## config.mk

```make
export PLATFORM = sky130hd
export DESIGN_NAME = adma_event_responder
export DESIGN_NICKNAME = d
export VERILOG_FILES = /design/src/rtl/adma_event_responder.sv
export SDC_FILE = /design/constraint.sdc
export NUM_CORES = 1
export LEC_CHECK = 0
export CAP_MARGIN = 5
export CORE_MARGIN = 5
export CORE_UTILIZATION = 30
export CTS_BUF_LIST = sky130_fd_sc_hd__clkbuf_4 sky130_fd_sc_hd__clkbuf_8 sky130_fd_sc_hd__clkbuf_16
export CTS_CLUSTER_SIZE = 16
export DETAILED_ROUTE_END_ITERATION = 12
export PLACE_DENSITY = 0.7
export SYNTH_ARGS = -nofsm -noshare
export SYNTH_HDL_FRONTEND = slang
export SYNTH_SLANG_ARGS = --single-unit
export TNS_END_PERCENT = 50
```

## constraint.sdc

```tcl
create_clock -name clk -period 1.45 [get_ports clk]
set_input_delay 0.29 -clock clk [delete_from_list [all_inputs] [get_ports clk]]
set_output_delay 0.29 -clock clk [all_outputs]
set_load 0.02 [all_outputs]
```

## src/rtl/adma_event_responder.sv

```systemverilog
// adma_event_responder: host-register-side responder for the ADMA engine's
// four-phase event handshakes. It keeps sticky write-1-to-clear status,
// captures the error and system-address payloads, and drives the host irq.
//
// Per-channel handshake FSM (one instance per request channel):
//   state   | meaning
//   IDLE    | ack low; waiting for the request to be sampled high
//   ACK     | ack high; event taken, waiting for the request to drop
//
// Channel index matches int_status bit:
//   0 Transfer_complete, 1 DMA_Interrupt, 2 ADMA_Error, 3 ADMA_System_Address_Register
module adma_event_responder #(
  parameter int ADDR_W = 64
) (
  input  logic              clk,
  input  logic              reset_n,
  input  logic              DMA_Interrupt,
  input  logic              ADMA_Error,
  input  logic              Transfer_complete,
  input  logic              ADMA_System_Address_Register,
  input  logic [1:0]        adma_err_state_in,
  input  logic              adma_len_mismatch_in,
  input  logic [ADDR_W-1:0] dma_sys_addr_in,
  output logic              ack_DMA_Interrupt,
  output logic              ack_ADMA_Error,
  output logic              ack_Transfer_complete,
  output logic              ack_ADMA_System_Address_Register,
  input  logic              host_addr_wr,
  input  logic [ADDR_W-1:0] host_addr_wdata,
  input  logic [3:0]        status_clr,
  input  logic [3:0]        sig_en,
  output logic [ADDR_W-1:0] Initial_ADMA_System_Address,
  output logic [ADDR_W-1:0] sys_addr_q,
  output logic [3:0]        int_status,
  output logic [1:0]        adma_err_state,
  output logic              adma_len_mismatch,
  output logic              irq
);

  localparam logic [0:0] ST_IDLE = 1'b0;
  localparam logic [0:0] ST_ACK  = 1'b1;

  logic [3:0] req;
  logic [3:0] ack;
  logic [3:0] set_evt;

  assign req = {ADMA_System_Address_Register, ADMA_Error, DMA_Interrupt, Transfer_complete};

  for (genvar g = 0; g < 4; g++) begin : g_ch
    logic [0:0] state_q;

    // Four-phase handshake: one event per high phase of the request.
    always_ff @(posedge clk or negedge reset_n) begin
      if (!reset_n) begin
        state_q <= ST_IDLE;
      end else begin
        case (state_q)
          ST_IDLE: if (req[g])  state_q <= ST_ACK;
          ST_ACK:  if (!req[g]) state_q <= ST_IDLE;
          default: state_q <= ST_IDLE;
        endcase
      end
    end

    assign ack[g]     = (state_q == ST_ACK);
    assign set_evt[g] = (state_q == ST_IDLE) && req[g];
  end

  assign ack_Transfer_complete            = ack[0];
  assign ack_DMA_Interrupt                = ack[1];
  assign ack_ADMA_Error                   = ack[2];
  assign ack_ADMA_System_Address_Register = ack[3];

  // Sticky status: a new event beats a same-cycle host clear.
  always_ff @(posedge clk or negedge reset_n) begin
    if (!reset_n) begin
      int_status <= 4'b0000;
    end else begin
      int_status <= (int_status & ~status_clr) | set_evt;
    end
  end

  // Error payload: first error is held until the host clears status bit 2.
  always_ff @(posedge clk or negedge reset_n) begin
    if (!reset_n) begin
      adma_err_state    <= 2'b00;
      adma_len_mismatch <= 1'b0;
    end else if (set_evt[2] && !int_status[2]) begin
      adma_err_state    <= adma_err_state_in;
      adma_len_mismatch <= adma_len_mismatch_in;
    end else if (status_clr[2] && !set_evt[2]) begin
      adma_err_state    <= 2'b00;
      adma_len_mismatch <= 1'b0;
    end
  end

  // Host-programmed start address; also seeds the readable system address.
  always_ff @(posedge clk or negedge reset_n) begin
    if (!reset_n) begin
      Initial_ADMA_System_Address <= '0;
    end else if (host_addr_wr) begin
      Initial_ADMA_System_Address <= host_addr_wdata;
    end
  end

  // Engine address updates take priority over a same-cycle host write.
  always_ff @(posedge clk or negedge reset_n) begin
    if (!reset_n) begin
      sys_addr_q <= '0;
    end else if (set_evt[3]) begin
      sys_addr_q <= dma_sys_addr_in;
    end else if (host_addr_wr) begin
      sys_addr_q <= host_addr_wdata;
    end
  end

  // Interrupt follows sig_en immediately; no latching.
  always_comb begin
    irq = |(int_status & sig_en);
  end

endmodule

```

==> Word level (Yosys, flattened, before mapping) <==
Index checks and enable logic that the tools add are counted.
{ "totals": {"ff_bits": 139, "in_bits": 146} }
{ "op_classes": {"mux": 10, "n_bitwise": 8, "n_reduce_logical": 11} }
{ "ops": {"columns": ["op", "count"], "rows": [
  ["two-way mux 64 bit", 2],
  ["bitwise AND 4 bit", 2],
  ["logical AND 1 bit", 6],
  ["two-way mux 1 bit", 6],
  ["two-way mux 2 bit", 2],
  ["NOT 1 bit", 4],
  ["NOT 4 bit", 1],
  ["bitwise OR 4 bit", 1],
  ["nonzero test 2 bit", 2],
  ["OR reduction 4 bit", 1],
  ["logical NOT 1 bit", 2]
]} }

==> Longest topological paths before layout <==
{ "depth": {"depth_word": 6, "ltp_mapped": 4} }

==> Worst setup path after synthesis <==
No wires, ideal clock.
{ "synth_timing": {"path_kind": "register to register", "from": "register g_ch[3].state_q, in the netlist ack_ADMA_System_Address_Register", "to": "register sys_addr_q[0]", "arrival_time_ns": 1.301, "path_slack_ns": 0.024, "stages_incl_launch_ff": 5, "cell_sequence": "dfrtp_1 > nand2b_1 > buf_2 > buf_2 > mux2_2"} }
{ "synth_via": {"elab_chain_len": 3, "elab_cells_between_ends": 4} }
{ "synth_lines": {"columns": ["element", "line_no", "text"], "rows": [
  ["from (decl)", "50", "logic [0:0] state_q;"],
  ["from (signal assigned)", "55", "state_q <= ST_IDLE;"],
  ["from (signal assigned)", "58", "ST_IDLE: if (req[g]) state_q <= ST_ACK;"],
  ["from (signal assigned)", "59", "ST_ACK: if (!req[g]) state_q <= ST_IDLE;"],
  ["NOT 1 bit *", null, null],
  ["logical AND 1 bit *", "66", "assign set_evt[g] = (state_q == ST_IDLE) && req[g];"],
  ["two-way mux 64 bit / nonzero test 2 bit (equally long branches)", null, null],
  ["to (signal assigned)", "111", "sys_addr_q <= dma_sys_addr_in;"],
  ["to (signal assigned)", "113", "sys_addr_q <= host_addr_wdata;"],
  ["to (decl)", "33", "output logic [ADDR_W-1:0] sys_addr_q,"]
]} }
Every way passes the cells marked *; elsewhere a longest branch is shown, timed or not.
A chain may end at the register's enable or synchronous reset.

==> Worst setup path in the final report <==
{ "layout_timing": {"from": "register int_status[0]", "to": "output port irq"} }
{ "layout_via": {"elab_chain_len": 2} }
{ "layout_lines": {"columns": ["element", "line_no", "text"], "rows": [
  ["from (decl)", "34", "output logic [3:0] int_status,"],
  ["from (signal assigned)", "79", "int_status <= (int_status & ~status_clr) | set_evt;"],
  ["bitwise AND 4 bit", "119", "irq = |(int_status & sig_en);"],
  ["OR reduction 4 bit", "119", null],
  ["to (decl)", "37", "output logic irq"]
]} }
Every way passes these cells.

==> metrics <==
status=finished, violations left; failing checks=negative setup slack; Leak=0.00440 uW; RePlAce Congestion=0.828; vias in the first global route=4,956; post-route antenna net violation count=0; Worst Setup SP=int_status[0]$_DFF_PN0_; antenna fix cells=0; M1 GR Usage=17.2%; Max-slew headroom=72.8%; cell count after synthesis=377; final worst path period share=102%; Via density=4.45; nets@finish=832; DR iter-0 viols=107; met2 GRT Util=25.5%; first-pass GRT wire length=27.9 mm; Reg-to-Reg End=sys_addr_q[8]$_DFFE_PN0P_; Clock transition at path regs=0.06 ns; grt total ovfl=0; Adder-Cell Fraction of Synth Area=0%; setup ws final=-0.0326 ns; layout cells sized above 1=38.3%; synth unique cells=16; unrepaired setup endpoints after global routing=true; Seq/Total Area, Yosys=56.6%; Critical Path Sink=irq; initial antenna violation count=0; CP Max Fanout=2; CP peak stage delay=0.40 ns; flop-to-flop setup slack=0.20 ns; DPL Wire Length=13.5 mm; Cell Int Power=8440 uW; Clock H-tree levels=4; Synth Net Count=523; mapped cell area=0.00615 sq mm; setup TNS=-0.0326 ns; register share of total power=39.1%; clock share of power=37.5%; ys async rst share=100%; worst skew pair latency=0.41 ns; Finished Layout Cells=969; CP arrival=1.19 ns; final setup fails=1; sw frac=27.3%; initial core utilization=30.4%; io pins=286; Tmin final=1.48 ns; synthesized flop and latch total=139; number of buffers created by CTS=17; met3 Usage GRT=6.30%; Slew @ Worst Pin=0.409 ns; Worst Path Required=1.16 ns; P_sw=3160 uW; placed cell areas=0.00948 sq mm; total track usage=14.9%; R2R Path Start=ack_ADMA_System_Address_Register$_DFF_PN0_; xor and xnor fraction of the mapped netlist area=0%; Hold Fails Final Rpt=0; count leader, synth=mux2_2; row cnt=52; top cell type's share of synthesized area=56.6%; Final Skew=0.00676 ns; hold crit path type=in -> reg; main combinational cell family by area after synthesis=multiplexers; CTS sink cnt=139; WS Path Type=reg -> out; Synth Area in Compound Gates=0.651%; CTS tree=built; WL final=17.5 mm; Register-to-Register Path Depth=3; Pre-antenna DRT Iters=4; Yosys warnings=0; ranking of synthesized cells by area=dfrtp_1, mux2_2, mux2_4; Die Ht=153 um; Critical-path top delay cell=dfrtp_1; post-synthesis mux area share=39.2%; number of port buffers=285; FMAX=0.675 GHz; vias=4,313; maximum vdd drop=749 uV; Root Driver=clkbuf_16; combinational share of power=23.3%; busiest layer in global routing=met2; WL/cell=18.0 um; Critical Path End Type=primary output; crit-path cells=a22oi_2, nand2_1, buf_6; dominant synthesized flop cell=dfrtp_1; max-slew violations=0; simple-gate portion of the synthesized area=0.570%; Core Util, Final=49.3%; EDFF count, synth=0; cell taking the most area after synthesis=dfrtp_1; core area=0.0202 sq mm; synthesized area per cell=16.3 sq um; Placed Cells=936; top cells by count, synth=mux2_2, dfrtp_1, mux2_4; Area Overhead vs Synth=62.3%; Die Span X=153 um; deepest clock path buffer count=2; largest net degree at the start of global routing=38; crit path launch type=flip-flop; die area=0.0235 sq mm; max-cap violations=0; fin area=0.00998 sq mm; P per Cell Area=1160 mW/mm^2; number of remaining DRC errors=0
-- routing by layer --
| metal | wire length [um] | vias to the layer above |
|---|---|---|
| li1 | - | 1976 |
| met1 | 6810 | 2148 |
| met2 | 8880 | 177 |
| met3 | 1560 | 12 |
| met4 | 215 | 0 |
| met5 | 0 | - |
-- layout by cell type, fill, tap and decap left out --
master	count
bufinv_16	2
inv_1	6
buf_2	3
a21o_1	1
buf_12	8
clkbuf_2	6
clkinv_2	1
o22ai_1	2
mux2_2	142
clkbuf_4	1
clkinvlp_4	5
nor2b_1	1
clkdlybuf4s15_1	64
nand2b_1	3
clkdlybuf4s50_1	143
o21ai_0	1
mux2_4	50
a22oi_1	1
buf_6	3
nand2_1	1
clkbuf_16	17
dlygate4sd3_1	1
clkdlybuf4s15_2	4
dfrtp_1	139
nand2b_4	1
a22oi_2	1
inv_6	4
mux2i_1	6
clkbuf_8	2
buf_4	18
dlygate4sd2_1	62
-- how the worst min path moves through the flow --
| stage | from | endpoint | slack [ns] | cells after the start |
|---|---|---|---|---|
| 2_1_floorplan | reset_n | Initial_ADMA_System_Address[0]$_DFFE_PN0P_ | -0.006 | 0 |
| 6_report | ADMA_Error | ack_ADMA_Error$_DFF_PN0_ | 0.36 | 1 |
| 5_1_grt | ADMA_Error | ack_ADMA_Error$_DFF_PN0_ | 0.35 | 1 |
| 3_5_place_dp | reset_n | Initial_ADMA_System_Address[23]$_DFFE_PN0P_ | 0.24 | 1 |
| 4_1_cts | ADMA_Error | ack_ADMA_Error$_DFF_PN0_ | 0.34 | 1 |
| 3_3_place_gp | reset_n | sys_addr_q[23]$_DFFE_PN0P_ | 0.24 | 1 |
-- through the flow --
step	worst slack, ns	hold WS (ns)	total power, uW
finish	-0.0326	0.361	11600
global route	-0.0919	0.347	12100
CTS	-0.0731	0.339	11800
detailed placement	-0.340	0.243	7620
global placement	-0.358	0.243	7540
floorplan	0.0244	-0.00559	5960
-- sequential cells by signal, indices dropped and copies added (netlist names) --
signal / count
ack_Transfer_complete: 1
Initial_ADMA_System_Address: 64
ack_DMA_Interrupt: 1
ack_ADMA_System_Address_Register: 1
ack_ADMA_Error: 1
adma_len_mismatch: 1
adma_err_state: 2
sys_addr_q: 64
int_status: 4
-- power groups by stage --
stage          registers, uW  logic [uW]  clock network [uW]
2_1_floorplan           5100         854                   0
3_5_place_dp            4620        3000                   0
4_1_cts                 4540        2710                4520
5_1_grt                 4600        2870                4670
3_3_place_gp            4600        2940                   0
6_report                4540        2710                4360
-- cell families (layout without fill, tap and decap cells) --
logic type / after synthesis / count (layout)
flops: 139 / 139
simple gates: 6 / 6
buf+inv: 28 / 350
compound gates: 6 / 6
mux: 198 / 198
-- cell type report --
cell class                      instances  area (sq um)
Clock buffer                           20           460
Tap cell                              270           338
Multi-Input combinational cell        210          2500
Clock inverter                         12           138
Inverter                                6          22.5
Fill cell                            1765         10300
Timing Repair Buffer                  312          3040
Sequential cell                       139          3480
-- worst max-delay path: cells and delay by family, from the launching register on --
kind                   cells  cell delay [ns]
DFF                        1             0.40
buffers and inverters      1             0.14
and+or+nand+nor            1             0.09
AOI/OAI and AO/OA          1             0.16
-- what timing repair did --
action,4_1_cts,5_1_grt
endpoints found under the hold margin,29,0
gates resized for setup,169,70
setup endpoints to repair,140,68
gates cloned,0,0
hold buffers,1,0
setup buffers,0,0
pin swaps,0,1
Note: power is estimated with default switching activity, not from simulation.
